`src/rtl/mips_stage_seq.sv`:
```
// Multi-cycle IF/ID/EX/MEM/WB sequencer for the single-clock MIPS datapath.
// Issues one-cycle Moore enables per stage and keeps cycle/retire counters.
module mips_stage_seq #(
   parameter int MULDIV_LAT = 4,
   parameter int CNT_W      = 32
) (
   input  logic             CLK,
   input  logic             RST,
   input  logic             run,
   input  logic             halt_req,
   input  logic [31:0]      Ins,
   output logic             ir_we,
   output logic             rf_re,
   output logic             ex_en,
   output logic             hilo_we,
   output logic             mem_en,
   output logic             mem_we,
   output logic             rf_we,
   output logic             pc_we,
   output logic [2:0]       stage,
   output logic             halted,
   output logic [CNT_W-1:0] cyc_cnt,
   output logic [CNT_W-1:0] ret_cnt
);

   typedef enum logic [2:0] {
      S_IDLE   = 3'd0,
      S_IF     = 3'd1,
      S_ID     = 3'd2,
      S_EX     = 3'd3,
      S_EXWAIT = 3'd4,
      S_MEM    = 3'd5,
      S_WB     = 3'd6,
      S_HALT   = 3'd7
   } state_t;

   typedef enum logic [2:0] {
      C_ALU, C_MULDIV, C_SYSCALL, C_LOAD, C_STORE, C_BRJ, C_JAL
   } cls_t;

   localparam logic [3:0] WAIT_INIT = 4'(MULDIV_LAT - 1);

   state_t           state_q, state_d;
   cls_t             cls_q, cls_d, cls_dec;
   logic [3:0]       wait_q, wait_d;
   logic [CNT_W-1:0] cyc_q, cyc_d, ret_q, ret_d;
   state_t           boundary_state;
   logic             busy;

   logic [5:0] opcode, funct;
   logic       unused_ins_bits;
   assign opcode          = Ins[31:26];
   assign funct           = Ins[5:0];
   assign unused_ins_bits = ^Ins[25:6];

   always_comb begin
      cls_dec = C_ALU;
      case (opcode)
         6'b000000: begin
            if (funct[5:2] == 4'b0110)   cls_dec = C_MULDIV;
            else if (funct == 6'b001100) cls_dec = C_SYSCALL;
            else if (funct == 6'b001000) cls_dec = C_BRJ;
         end
         6'b100011:                      cls_dec = C_LOAD;
         6'b101011:                      cls_dec = C_STORE;
         6'b000100, 6'b000101, 6'b000010: cls_dec = C_BRJ;
         6'b000011:                      cls_dec = C_JAL;
         default:                        cls_dec = C_ALU;
      endcase
   end

   // run and halt_req only matter at an instruction boundary (the pc_we cycle)
   assign boundary_state = (halt_req || !run) ? S_HALT : S_IF;

   always_comb begin
      state_d = state_q;
      cls_d   = cls_q;
      wait_d  = wait_q;
      ir_we   = 1'b0;
      rf_re   = 1'b0;
      ex_en   = 1'b0;
      hilo_we = 1'b0;
      mem_en  = 1'b0;
      mem_we  = 1'b0;
      rf_we   = 1'b0;
      pc_we   = 1'b0;
      halted  = 1'b0;
      case (state_q)
         S_IDLE: if (run) state_d = S_IF;
         S_IF: begin
            ir_we   = 1'b1;
            state_d = S_ID;
         end
         S_ID: begin
            rf_re   = 1'b1;
            cls_d   = cls_dec;
            state_d = S_EX;
         end
         S_EX: begin
            ex_en = 1'b1;
            case (cls_q)
               C_MULDIV: begin
                  state_d = S_EXWAIT;
                  wait_d  = WAIT_INIT;
               end
               C_LOAD, C_STORE: state_d = S_MEM;
               C_BRJ: begin
                  pc_we   = 1'b1;
                  state_d = boundary_state;
               end
               C_SYSCALL: begin
                  pc_we   = 1'b1;
                  state_d = S_HALT;
               end
               default: state_d = S_WB;
            endcase
         end
         S_EXWAIT: begin
            ex_en = 1'b1;
            if (wait_q == 4'd0) begin
               hilo_we = 1'b1;
               pc_we   = 1'b1;
               state_d = boundary_state;
            end else begin
               wait_d = wait_q - 4'd1;
            end
         end
         S_MEM: begin
            mem_en = 1'b1;
            if (cls_q == C_STORE) begin
               mem_we  = 1'b1;
               pc_we   = 1'b1;
               state_d = boundary_state;
            end else begin
               state_d = S_WB;
            end
         end
         S_WB: begin
            rf_we   = 1'b1;
            pc_we   = 1'b1;
            state_d = boundary_state;
         end
         S_HALT: begin
            halted = 1'b1;
            if (!run && !halt_req) state_d = S_IDLE;
         end
         default: state_d = S_IDLE;
      endcase
   end

   assign busy  = (state_q != S_IDLE) && (state_q != S_HALT);
   assign cyc_d = cyc_q + {{(CNT_W-1){1'b0}}, busy};
   assign ret_d = ret_q + {{(CNT_W-1){1'b0}}, pc_we};

   always_ff @(posedge CLK or posedge RST) begin
      if (RST) begin
         state_q <= S_IDLE;
         cls_q   <= C_ALU;
         wait_q  <= 4'd0;
         cyc_q   <= '0;
         ret_q   <= '0;
      end else begin
         state_q <= state_d;
         cls_q   <= cls_d;
         wait_q  <= wait_d;
         cyc_q   <= cyc_d;
         ret_q   <= ret_d;
      end
   end

   assign stage   = state_q;
   assign cyc_cnt = cyc_q;
   assign ret_cnt = ret_q;

endmodule

```
`config.mk`:
```
export PLATFORM = sky130hd
export DESIGN_NAME = mips_stage_seq
export DESIGN_NICKNAME = d
export VERILOG_FILES = /design/src/rtl/mips_stage_seq.sv
export SDC_FILE = /design/constraint.sdc
export NUM_CORES = 1
export LEC_CHECK = 0
export ABC_AREA = 1
export BUFFER_PORTS_ARGS = -buffer_cell sky130_fd_sc_hd__buf_2
export CAP_MARGIN = 20
export CORE_ASPECT_RATIO = 0.6
export CORE_MARGIN = 2
export CORE_UTILIZATION = 55
export DETAILED_ROUTE_END_ITERATION = 10
export PLACE_DENSITY = 0.82
export SETUP_SLACK_MARGIN = 0.5
export SLEW_MARGIN = 20
export SYNTH_ARGS = -nofsm -noshare
export SYNTH_HDL_FRONTEND = slang
export SYNTH_SLANG_ARGS = --single-unit
```
`constraint.sdc`:
```
create_clock -name CLK -period 7.5 [get_ports CLK]
set_input_delay 1.5 -clock CLK [delete_from_list [all_inputs] [get_ports CLK]]
set_output_delay 1.5 -clock CLK [all_outputs]
set_load 0.005 [all_outputs]
```
After elaboration in Yosys (flattened, before gate mapping)
Cells that the tools add are included.

Register bits: 74. Output and inout port bits: 76.

Add/sub/neg operators: 3. Eq/ne operators: 27. Muxes and demuxes: 26. Reduce and logical (&&, ||, !) cells: 16.

Operator list (number): $add 32x1->32 (2); $mux 3 (8); $pmux 3 s8 (1); $eq 3x3->1 const B (6); $pmux 3 s5 (1); $eq 3x2->1 const B (4); $eq 6x2->1 const B (2); $eq 6x3->1 const B (2); $eq 6x4->1 const B (2); $eq 6x6->1 const B (2); $pmux 3 s4 (1); $mux 1 (11); $ne 2x2->1 const B (5); $mux 4 (2); $pmux 4 s2 (1); $eq 3x1->1 const B (2); $logic_not 6->1 (1); $reduce_and 3->1 (2); $reduce_or 2->1 (3); $eq 4x3->1 const B (1); $logic_not 4->1 (1); $pmux 1 s4 (1); $sub 4x1->4 const B (1); $logic_not 3->1 (1); 7 further kinds (9).

Depth between registers and ports, before layout
Gate-level depths: netlist (run 1).

Word-level depth: 5. Gate-level depth with buffers: 15. Mapped depth without buffers: 15.

Least setup slack after synthesis (run 1)
OpenSTA, ideal clock, no wires.

Path kind: flip-flop to output port. From: reg state_q[2], in the netlist stage[2]. To: out pc_we. Data arrival time: 1.080 ns. Required time: 6.000 ns. Slack: 4.920 ns. Cell stages (with the launch flop): 5. Buffers on the path: 0. Cells stage by stage: dfrtp_1 > inv_2 > nor3_1 > nor2_1 > nand3_1.

Cells in the longest elaborated chain, start to end: 2. Elaborated cells on any way between the ends: 5. Classes of those cells: 4 x eq/ne; 1 x mux.

Ends and longest elaborated chain: from (decl) (RTL line 43) `state_t state_q, state_d;`; from (signal assigned) (RTL line 163) `state_q <= state_d;`; $eq 3x3->1 / $eq 3x2->1 (equally long branches) (RTL line 88) `case (state_q)`; $pmux 1 s4 (*) (RTL line 88); to (decl) (RTL line 19) `output logic pc_we,`.

Mark *: on every way between the ends. The rest lies on a longest branch, timed or not.

Worst setup path in the final report (run 1)
From: reg wait_q[0]. To: out pc_we.

Cells in the longest elaborated chain, start to end: 3.

Ends and longest elaborated chain: from (decl) (RTL line 45) `logic [3:0] wait_q, wait_d;`; from (signal assigned) (RTL line 165) `wait_q <= wait_d;`; $logic_not 4->1 (RTL line 120) `if (wait_q == 4'd0) begin`; $mux 1 (RTL line 120); $pmux 1 s4 (RTL line 88).

Every way passes these cells.

==> summary.md, run 1 <==
| Metric | Value |
|---|---|
| Outcome | `complete, no violations` |
| DIE AREA | `8580 µm²` |
| Post-DR wirelength/cell | `14.2 µm` |
| Worst hold slack | `0.488 ns` |
| Clock insertion delay at the later pin of the skew report | `0.33 ns` |
| First-pass GRT wire length | `18.9 mm` |
| Height of the die | `72.6 µm` |
| DP Wirelength | `8.78 mm` |
| CTS tree | `built` |
| Synth unique cells | `24` |
| Most frequent cells in the layout | `nand2_1, nor2_1, buf_2` |
| Initial core utilization | `58.1%` |
| Setup repair after global routing missed its margin | `false` |
| # port buffers | `91` |
| Row cnt | `24` |
| Crit path kind | `reg2out` |
| Sink Count | `74` |
| Grt total ovfl | `0` |
| RR Startpoint | `wait_q[0]$_DFFE_PP0P_` |
| Crit Path Max Fanout | `3` |
| Total CTS buffers | `9` |
| Crit-path max cell delay | `0.41 ns` |
| DR vias/cell | `5.13` |
| Detailed Routing Iterations Pass 1 | `5` |
| Layout cells sized above 1 | `20.7%` |
| Placeable Area | `7420 µm²` |
| Buffers & Inverters on Critical Path | `3` |
| Async SR Flop Fraction | `100%` |
| Pins over their slew limit | `0` |
| Chip Width | `118 µm` |
| Final TNS setup | `0 ns` |
| Gpl congestion | `0.978` |
| Vias | `4107` |
| # H-tree levels | `3` |
| Drt total wl | `11.4 mm` |
| # DRC | `0` |
| Crit. End Element | `output port` |
| Share of the core filled with cells | `70.5%` |
| Critical Path Start | `wait_q[0]$_DFFE_PP0P_` |
| Final count of hold timing violations | `0` |
| Post-Synthesis Cells | `589` |
| Slew Limit Headroom | `38.4%` |
| Syn_area_per_cell | `7.32 µm²` |
| Worst-case clock buffer depth | `2` |
| CP top delay family | `simple AND/OR/NAND/NOR gates` |
| # diodes | `0` |
| Clock transition at path regs | `0.06 ns` |
| Non-Filler Instances | `801` |
| Post-synth EDFFs | `0` |
| Clock tree root driver cell | `clkbuf_16` |
| Maxcap violations | `0` |
| Period utilisation layout | `42.2%` |
| Register area share after synthesis | `43.0%` |
| Setup violations, final | `0` |
| HP Class | `reg2reg` |
| Reg-to-reg slack, setup | `4.99 ns` |
| Worst vdd ir | `0.188 mV` |
| # IOs | `112` |
| All-Layer GR Usage | `28.1%` |
| DR iter-0 viols | `396` |
| Tmin final | `3.16 ns` |
| Worst setup SP type | `register` |
| Leakage power | `2.67 nW` |
| Skew final | `0.00448 ns` |
| FF+latch count, synth | `74` |
| Crit path required time | `6.00 ns` |
| Power Density | `263 nW/µm²` |
| Net Count, Synth | `630` |
| Number of global-route vias before repair | `3852` |
| Cts repair resizes | `0` |
| Initial antenna violation count | `0` |
| Main synth FF type | `dfrtp_1` |
| Antenna viol nets, final | `0` |
| Hold_buf cts | `0` |
| FMAX | `316 MHz` |
| Placed cell count | `785` |
| CP cell instances | `inv_1 > ha_1 > nand3_1 > nor2_4 > inv_2 > nand3_1 > buf_2` |
| Commonest non-fill, non-tap cell in the layout | `nand2_1` |
| Yosys synthesis warning count | `0` |
| Final Net Count | `733` |
| Worst path arrival time | `1.66 ns` |
| Slew @ Worst Pin | `0.924 ns` |
| Synth Cell Area | `4310 µm²` |
| CP dominant cell by count | `nand3_1` |
| Largest net degree at the start of global routing | `75` |
| Post-CTS Setup Inserts | `0` |
| Max stage delay cell, worst path | `dfrtp_1` |
| Synth-to-Final Area Change | `21.4%` |
| Fillers | `621` |
| Min-delay src | `ret_cnt[31]$_DFF_PP0_` |
-- layout make-up --
cell class / instances / area [µm²] / area share (%)
Clock buffer: 12 / 256 / 4.90
Multi-Input combinational cell: 472 / 2300 / 43.9
Tap cell: 104 / 130 / 2.49
Sequential cell: 74 / 1850 / 35.4
Inverter: 43 / 161 / 3.08
Timing Repair Buffer: 92 / 463 / 8.85
Clock inverter: 4 / 73.8 / 1.41
-- worst min-delay path: stages (launching register included) --
cell and delay [ns]:
dfrtp_1 0.35, nand2_1 0.06, nand2_1 0.05
-- per-layer routing --
layer  global-route usage (%)  up-vias  routed length, µm
met5                        0        -                  0
met4                     6.02        0                116
met3                     9.43       14               1020
met2                     39.7      158               4680
met1                     41.9     1891               5560
li1                         -     2044                  -
-- flip-flops by register name (all words and copies together) (netlist names) --
signal / cells
cls_q: 3
cyc_cnt: 32
ret_cnt: 32
stage: 3
wait_q: 4
-- power breakdown --
group	switching (mW)	internal (mW)
Clock	0.160	0.309
Combinational	0.229	0.142
Sequential	0.0789	0.458
Total	0.468	0.909
-- synth_stat cells (2+ instances only) --
| cell type | count | share of area [%] |
|---|---|---|
| nand2_4 | 2 | 0.52 |
| xor2_1 | 23 | 4.7 |
| inv_1 | 39 | 3.4 |
| ha_1 | 5 | 1.5 |
| and3_1 | 2 | 0.29 |
| o21ai_2 | 4 | 0.81 |
| nor3_1 | 2 | 0.23 |
| nand3b_1 | 27 | 4.7 |
| nand2_1 | 231 | 20 |
| dfrtp_1 | 74 | 43 |
| nand2_2 | 6 | 0.87 |
| nor2_1 | 110 | 9.6 |
| nor2_2 | 9 | 1.3 |
| nand4_1 | 7 | 1.0 |
| o21ai_0 | 3 | 0.35 |
| nor2_4 | 6 | 1.6 |
| xnor2_1 | 11 | 2.2 |
| nand3_2 | 4 | 0.93 |
| nand3_1 | 16 | 1.9 |
| inv_2 | 4 | 0.35 |
-- logic make-up (layout without fill, tap and decap cells) --
| logic type | Yosys count | in the layout | synth area share (%) |
|---|---|---|---|
| and+or+nand+nor | 424 | 424 | 43.5 |
| adders and majority gates | 5 | 5 | 1.45 |
| xor gates and xnor gates | 34 | 34 | 6.91 |
| buffers and inverters | 43 | 151 | 3.75 |
| DFF | 74 | 74 | 43.0 |
| AOI/OAI and AO/OA | 9 | 9 | 1.39 |
-- through the flow --
step / setup slack, ns / power, mW / area, µm²
after floorplan: 4.12 / 0.777 / 4310
after global placement: 4.75 / 0.886 / 4900
after detailed placement: 4.70 / 0.907 / 4900
after CTS: 4.33 / 1.38 / 5230
after global routing: 4.21 / 1.46 / 5230
final: 4.34 / 1.38 / 5230
-- worst paths after layout --
kind | cells after the start | end
worst max register to register | 15 | ret_cnt[30]$_DFF_PP0_
worst min register to register | 2 | ret_cnt[31]$_DFF_PP0_
max in group asynchronous | 3 | cyc_cnt[22]$_DFF_PP0_
min in group asynchronous | 3 | ret_cnt[1]$_DFF_PP0_
worst max-delay path | 7 | pc_we
worst min-delay path | 2 | ret_cnt[31]$_DFF_PP0_
(Power assumes the default switching activity.)
==> run 2: changes to the inputs <==
Settings changed: CORE_UTILIZATION 55 to 53, PLACE_DENSITY 0.82 to 0.79.
Clock period 7.5 ns to 2.96 ns, I/O delays scaled along.
==> run 2 against run 1 <==
First-iteration DRC count grew 5.1%. Clock power grew to 2.6 times the previous value. Combinational power grew to 2.7 times the previous value. Flip-flop and latch count is the same. Wire length grew 3.3%. Worst hold slack lost 0.095 ns. Sequential share of layout area shrank 0.55 points. Critical endpoint is now ret_cnt[30]$_DFF_PP0_.
==> summary.md, run 2 (synthesis results as in run 1) <==
| Metric | Value |
|---|---|
| # port buffers | `91 (unchanged)` |
| Crit-path max cell delay | `0.42 ns (about the same)` |
| Clock share of power | `34.2% (about the same)` |
| Buffers & Inverters on Critical Path | `3 (unchanged)` |
| DR iter-0 viols | `416 (+5.1%)` |
| Tmin final | `2.30 ns` |
| Worst path arrival time | `2.52 ns (+0.86 ns)` |
| Switching pwr | `1.22 mW (+160%)` |
| Grt total ovfl | `0 (unchanged)` |
| First-pass GRT wire length | `18.9 mm (-0.25%)` |
| Drt total wl | `11.8 mm (+3.3%)` |
| Row cnt | `25 (+4.2%)` |
| # IOs | `112 (unchanged)` |
| Post-route worst setup slack | `0.659 ns (-3.68 ns)` |
| # diodes | `0 (unchanged)` |
| Synth-to-Final Area Change | `23.5%` |
| Crit Path Max Fanout | `4 (+1)` |
| Leakage power | `2.69 nW (+0.60%)` |
| Chip Width | `120 µm (+1.8%)` |
| Slew @ Worst Pin | `0.782 ns (-0.142 ns)` |
| Sink Count | `74 (unchanged)` |
| Power Density | `670 nW/µm² (+150%)` |
| Detailed Routing Iterations Pass 1 | `5 (unchanged)` |
| Setup violations, final | `0 (unchanged)` |
| Crit path kind | `reg2reg` |
| Final Net Count | `738 (+0.68%)` |
| Placeable Area | `7880 µm² (+6.3%)` |
| Crit. End Element | `register` |
| Dpl ws | `0.453 ns (-4.24 ns)` |
| Worst setup SP type | `register` |
| Antenna viol nets, final | `0 (unchanged)` |
| Gpl congestion | `0.933 (-4.6%)` |
| DR vias/cell | `5.19 (+1.2%)` |
| Skew final | `0.00656 ns (+0.00208 ns)` |
| Max stage delay cell, worst path | `dfrtp_1` |
| HP Class | `in2async` |
| Clock insertion delay at the later pin of the skew report | `0.33 ns (about the same)` |
| Pins over their slew limit | `0 (unchanged)` |
| # H-tree levels | `3 (unchanged)` |
| Worst-case clock buffer depth | `2 (unchanged)` |
| FMAX | `435 MHz` |
| CP top delay family | `simple AND/OR/NAND/NOR gates` |
| Worst vdd ir | `0.476 mV (+150%)` |
| Largest net degree at the start of global routing | `38 (-49%)` |
| Share of the core filled with cells | `67.5% (-3.0 points)` |
| Maxcap violations | `0 (unchanged)` |
| Final TNS setup | `0 ns (unchanged)` |
| Levels on crit path | `15 (+8)` |
| Initial core utilization | `54.7% (-3.4 points)` |
| Height of the die | `73.8 µm (+1.8%)` |
| Hold_buf cts | `0 (unchanged)` |
| Post-DR wirelength/cell | `14.5 µm (+2.2%)` |
| Initial antenna violation count | `0 (unchanged)` |
| Reg power frac | `37.6% (-1.4 points)` |
| # DRC | `0 (unchanged)` |
| Commonest non-fill, non-tap cell in the layout | `nand2_1` |
| DP Wirelength | `9.06 mm (+3.2%)` |
| Worst r2r path cells | `15 (unchanged)` |
| All-Layer GR Usage | `27.6% (-0.47 points)` |
| Switching Fraction | `34.1% (+0.085 points)` |
| Setup repair after global routing missed its margin | `true` |
| Period utilisation layout | `77.7%` |
| Final count of hold timing violations | `0 (unchanged)` |
| DIE AREA | `8890 µm² (+3.6%)` |
| Layout cells sized above 1 | `22.8% (+2.1 points)` |
| Pint | `2.35 mW (+160%)` |
| Pwr Total | `3.57 mW (+160%)` |
| Combinational share of power | `28.2% (+1.3 points)` |
| Outcome | `complete, no violations` |
| Slew Limit Headroom | `47.7% (+9.4 points)` |
| Clock tree root driver cell | `clkbuf_16` |
| Vias | `4205 (+2.4%)` |
| Number of global-route vias before repair | `3815 (-0.96%)` |
| CTS tree | `built` |
| Total CTS buffers | `9 (unchanged)` |
| Clock transition at path regs | `0.06 ns (about the same)` |
| Crit path required time | `3.17 ns (-2.83 ns)` |
| CP cell instances | `inv_2 > ha_2 > nand3_2 > nor2_4 > inv_2 > nand3_1 > ha_2 > ha_2 > nand3_4 > nor2_4 > inv_2 > nor2_4 > nand2_1 > nand2_1 > nand2_1` |
| Most frequent cells in the layout | `nand2_1, nor2_1, buf_2` |
==> run 2: path summary, 6_finish.rpt <==
path	startpoint	endpoint	slack, ns
worst max register to register	wait_q[0]$_DFFE_PP0P_	ret_cnt[30]$_DFF_PP0_	0.66
max in group asynchronous	RST	stage[2]$_DFFE_PP0P_	1.78
worst max-delay path	wait_q[0]$_DFFE_PP0P_	ret_cnt[30]$_DFF_PP0_	0.66
min in group CLK	cyc_cnt[31]$_DFF_PP0_	cyc_cnt[31]$_DFF_PP0_	0.49
worst min register to register	cyc_cnt[31]$_DFF_PP0_	cyc_cnt[31]$_DFF_PP0_	0.49
worst min-delay path	RST	wait_q[1]$_DFFE_PP0P_	0.39
==> run 2: worst reg2reg max path: cells and delay by family (launching register included) <==
kind | cells | cell delay (ns)
buf+inv | 3 | 0.21
fa+ha+maj | 3 | 0.65
flops | 1 | 0.42
simple gates | 9 | 0.91
==> run 2: layout make-up <==
cell class,count,area (µm²)
Tap cell,108,135
Sequential cell,74,1850
Fill cell,676,2560
Clock inverter,4,72.6
Inverter,43,165
Timing Repair Buffer,97,500
Clock buffer,12,267
Multi-Input combinational cell,472,2330
==> run 2: repair_timing <==
action	CTS	global route
cloned	0	0
pin swaps	1	1
setup endpoints to repair	4	11
gates resized for setup	4	8
hold endpoints to repair	0	0
buffers inserted	1	2
==> run 2: through the flow <==
step                hold WS [ns]  area, µm²  cells
detailed placement         0.478       4930    791
floorplan                  0.455       4310    589
global placement           0.464       4930    791
CTS                        0.416       5280    808
finish                     0.393       5320    810
global route               0.470       5320    810
==> run 2: metal layers <==
layer / global-route usage, % / vias up / routed length (µm)
li1: - / 2052 / -
met1: 40.7 / 1941 / 5560
met2: 40.2 / 196 / 5010
met3: 7.69 / 16 / 1070
met4: 6.98 / 0 / 118
met5: 0 / - / 0
==> run 2: power groups by stage <==
stage          registers (mW)  clock network, mW  logic [mW]
2_1_floorplan            1.34                  0       0.626
3_3_place_gp             1.36                  0       0.898
3_5_place_dp             1.36                  0       0.947
4_1_cts                  1.35               1.23       0.975
5_1_grt                  1.37               1.29        1.14
6_report                 1.34               1.22        1.01
==> run 3: changes to the inputs <==
Clock period 2.96 ns to 2.2 ns, I/O delays scaled along.
==> run 3 against run 2 <==
Critical path depth down 2. Die area unchanged. Cell area up 19%. Power up 69%. Flip-flop and latch count unchanged. Count of clock-buffer cells in the layout unchanged. Worst hold slack worse by 0.19 ns. Register-to-register slack worse by 0.54 ns. Combinational power up 140%. Final cell count up 6.7%. Sequential power up 42%. Largest cell class unchanged.
==> summary.md, run 3 (synthesis results as in run 1) <==
| Metric | Value |
|---|---|
| Outcome | `complete, no violations` |
| Crit. End Element | `register` |
| Sink Count | `74 (unchanged)` |
| # port buffers | `91 (unchanged)` |
| Placeable Area | `7880 µm² (unchanged)` |
| Area of the multi-input gates | `2720 µm² (+17%)` |
| Setup repair after global routing missed its margin | `true` |
| Crit-path max cell delay | `0.50 ns (+0.08 ns)` |
| Switching pwr | `2.15 mW (+77%)` |
| FMAX | `481 MHz (+11%)` |
| Reg power frac | `31.6% (-6.0 points)` |
| Total CTS buffers | `9 (unchanged)` |
| Crit path required time | `2.42 ns (-0.75 ns)` |
| Tmin final | `2.08 ns (-0.224 ns)` |
| Layout cells sized above 1 | `35.8% (+13 points)` |
| DP Wirelength | `8.98 mm (-0.86%)` |
| Worst vdd ir | `0.854 mV (+80%)` |
| Most frequent cells in the layout | `nand2_1, nor2_1, buf_2` |
| Crit Path Max Fanout | `5 (+1)` |
| Placed cell count | `790 (-0.13%)` |
| Switching Fraction | `35.8% (+1.7 points)` |
| Clock share of power | `27.4% (-6.8 points)` |
| Worst-case clock buffer depth | `2 (unchanged)` |
| Final Net Count | `792 (+7.3%)` |
| DIE AREA | `8890 µm² (unchanged)` |
| Commonest non-fill, non-tap cell in the layout | `nand2_1` |
| DR iter-0 viols | `301 (-28%)` |
| Hold_buf cts | `0 (unchanged)` |
| Chip Width | `120 µm (unchanged)` |
| Setup violations, final | `0 (unchanged)` |
| Initial core utilization | `54.7% (unchanged)` |
| Initial antenna violation count | `0 (unchanged)` |
| Maxcap violations | `0 (unchanged)` |
| Grt total ovfl | `0 (unchanged)` |
| # IOs | `112 (unchanged)` |
| All-Layer GR Usage | `29.2% (+1.6 points)` |
| Worst setup SP type | `register` |
| Final count of hold timing violations | `0 (unchanged)` |
| # DRC | `0 (unchanged)` |
| Pint | `3.87 mW (+64%)` |
| Detailed Routing Iterations Pass 1 | `5 (unchanged)` |
| Flip-flop and latch area | `1860 µm² (+0.13%)` |
| Final TNS setup | `0 ns (unchanged)` |
| DR vias/cell | `5.40 (+4.0%)` |
| Clock insertion delay at the later pin of the skew report | `0.34 ns (about the same)` |
| Power Density | `951 nW/µm² (+42%)` |
| Combinational share of power | `41.0% (+13 points)` |
| Largest net degree at the start of global routing | `75 (+97%)` |
| Skew final | `0.00502 ns (-0.00154 ns)` |
| HP Class | `in2async` |
| Pins over their slew limit | `0 (unchanged)` |
| Clock transition at path regs | `0.06 ns (about the same)` |
| CTS tree | `built` |
| Slew @ Worst Pin | `0.579 ns (-0.203 ns)` |
| Height of the die | `73.8 µm (unchanged)` |
| # diodes | `0 (unchanged)` |
| Row cnt | `25 (unchanged)` |
| Drt total wl | `13.7 mm (+16%)` |
| Slew Limit Headroom | `61.2% (+14 points)` |
| Crit path kind | `reg2reg` |
| Crit Reg-Reg Endpoint | `ret_cnt[22]$_DFF_PP0_` |
| Synth-to-Final Area Change | `46.8%` |
| # H-tree levels | `3 (unchanged)` |
| Antenna viol nets, final | `0 (unchanged)` |
| RR Startpoint | `stage[0]$_DFFE_PP0P_` |
| Worst path arrival time | `2.30 ns (-0.22 ns)` |
| CP cell instances | `buf_6 > nor3_4 > nor2_4 > nand3_4 > ha_4 > ha_4 > nand3_4 > nor2_4 > buf_4 > buf_6 > nand2_2 > nand2_1 > nand2_1` |
| Gpl congestion | `0.961 (+3.0%)` |
| Clock tree root driver cell | `clkbuf_16` |
| Reg-to-reg slack, setup | `0.12 ns (-0.54 ns)` |
| Period utilisation layout | `94.4% (+17 points)` |
| Number of global-route vias before repair | `4049 (+6.1%)` |
| Non-Filler Instances | `864 (+6.7%)` |
| First-pass GRT wire length | `19.9 mm (+5.3%)` |
| Worst r2r path cells | `13 (-2)` |
| Post-DR wirelength/cell | `15.8 µm (+9.1%)` |
| Vias | `4663 (+11%)` |
| Fillers | `521 (-23%)` |
| Max stage delay cell, worst path | `dfrtp_2` |
| Leakage power | `3.08 nW (+15%)` |
-- run 3: routing by layer --
| metal | up-vias | part of all wire, % | track usage, % |
|---|---|---|---|
| met1 | 2245 | 43 | 42.5 |
| met2 | 229 | 46 | 43.4 |
| li1 | 2168 | - | - |
| met4 | 0 | 1.3 | 7.88 |
| met5 | - | 0 | 0 |
| met3 | 21 | 9.6 | 7.22 |
-- run 3: layout make-up --
cell class	count	share of cell area, %
multi-input cells	472	43.0
flip-flops and latches	74	29.4
repair buffers	151	17.1
clock buffers	12	4.21
inverters	43	3.09
well taps	108	2.14
clock inverters	4	1.15
-- run 3: worst max-delay path: cells and delay by family, from the launching register on --
family	cells	cell delay, ns
adder cells (fa/ha/maj)	2	0.32
flip-flops	1	0.50
buffers and inverters	3	0.38
AND/OR/NAND/NOR	8	0.75
-- run 3: worst max-delay path by stage --
| stage | from | slack (ns) | cells past startpoint | to |
|---|---|---|---|---|
| after floorplan | wait_q[0]$_DFFE_PP0P_ | 0.26 | 15 | ret_cnt[30]$_DFF_PP0_ |
| after global placement | cls_q[2]$_DFFE_PP0P_ | 0.12 | 15 | ret_cnt[30]$_DFF_PP0_ |
| after detailed placement | cls_q[2]$_DFFE_PP0P_ | 0.05 | 15 | ret_cnt[30]$_DFF_PP0_ |
| after CTS | stage[0]$_DFFE_PP0P_ | 0.21 | 14 | ret_cnt[30]$_DFF_PP0_ |
| after global routing | stage[0]$_DFFE_PP0P_ | 0.03 | 14 | ret_cnt[31]$_DFF_PP0_ |
| final | stage[0]$_DFFE_PP0P_ | 0.12 | 13 | ret_cnt[22]$_DFF_PP0_ |
-- run 3: through the flow --
stage | power, mW | util [%] | hold WS, ns | worst slack [ns] | area, µm²
global route | 6.30 | 80.2 | 0.245 | 0.0310 | 6320
floorplan | 2.83 | - | 0.471 | 0.255 | 4450
detailed placement | 3.31 | 64.2 | 0.482 | 0.0481 | 5060
CTS | 5.53 | 74.8 | 0.227 | 0.212 | 5890
finish | 6.02 | 80.2 | 0.201 | 0.123 | 6320
global placement | 3.25 | 64.2 | 0.463 | 0.119 | 5060
-- run 3: power groups by stage --
stage                     clock [mW]  sequential (mW)  combinational [mW]
after floorplan                    0             1.84               0.986
after global placement             0             1.87                1.38
after detailed placement           0             1.88                1.43
after CTS                       1.67             1.86                2.00
after global routing            1.71             1.92                2.66
final                           1.65             1.90                2.47
-- run 3: timing repair --
item / in CTS / in global routing
buffers inserted: 38 / 20
cloned: 0 / 0
resized for setup: 58 / 65
setup endpoints to repair: 58 / 64
pin swaps: 24 / 39
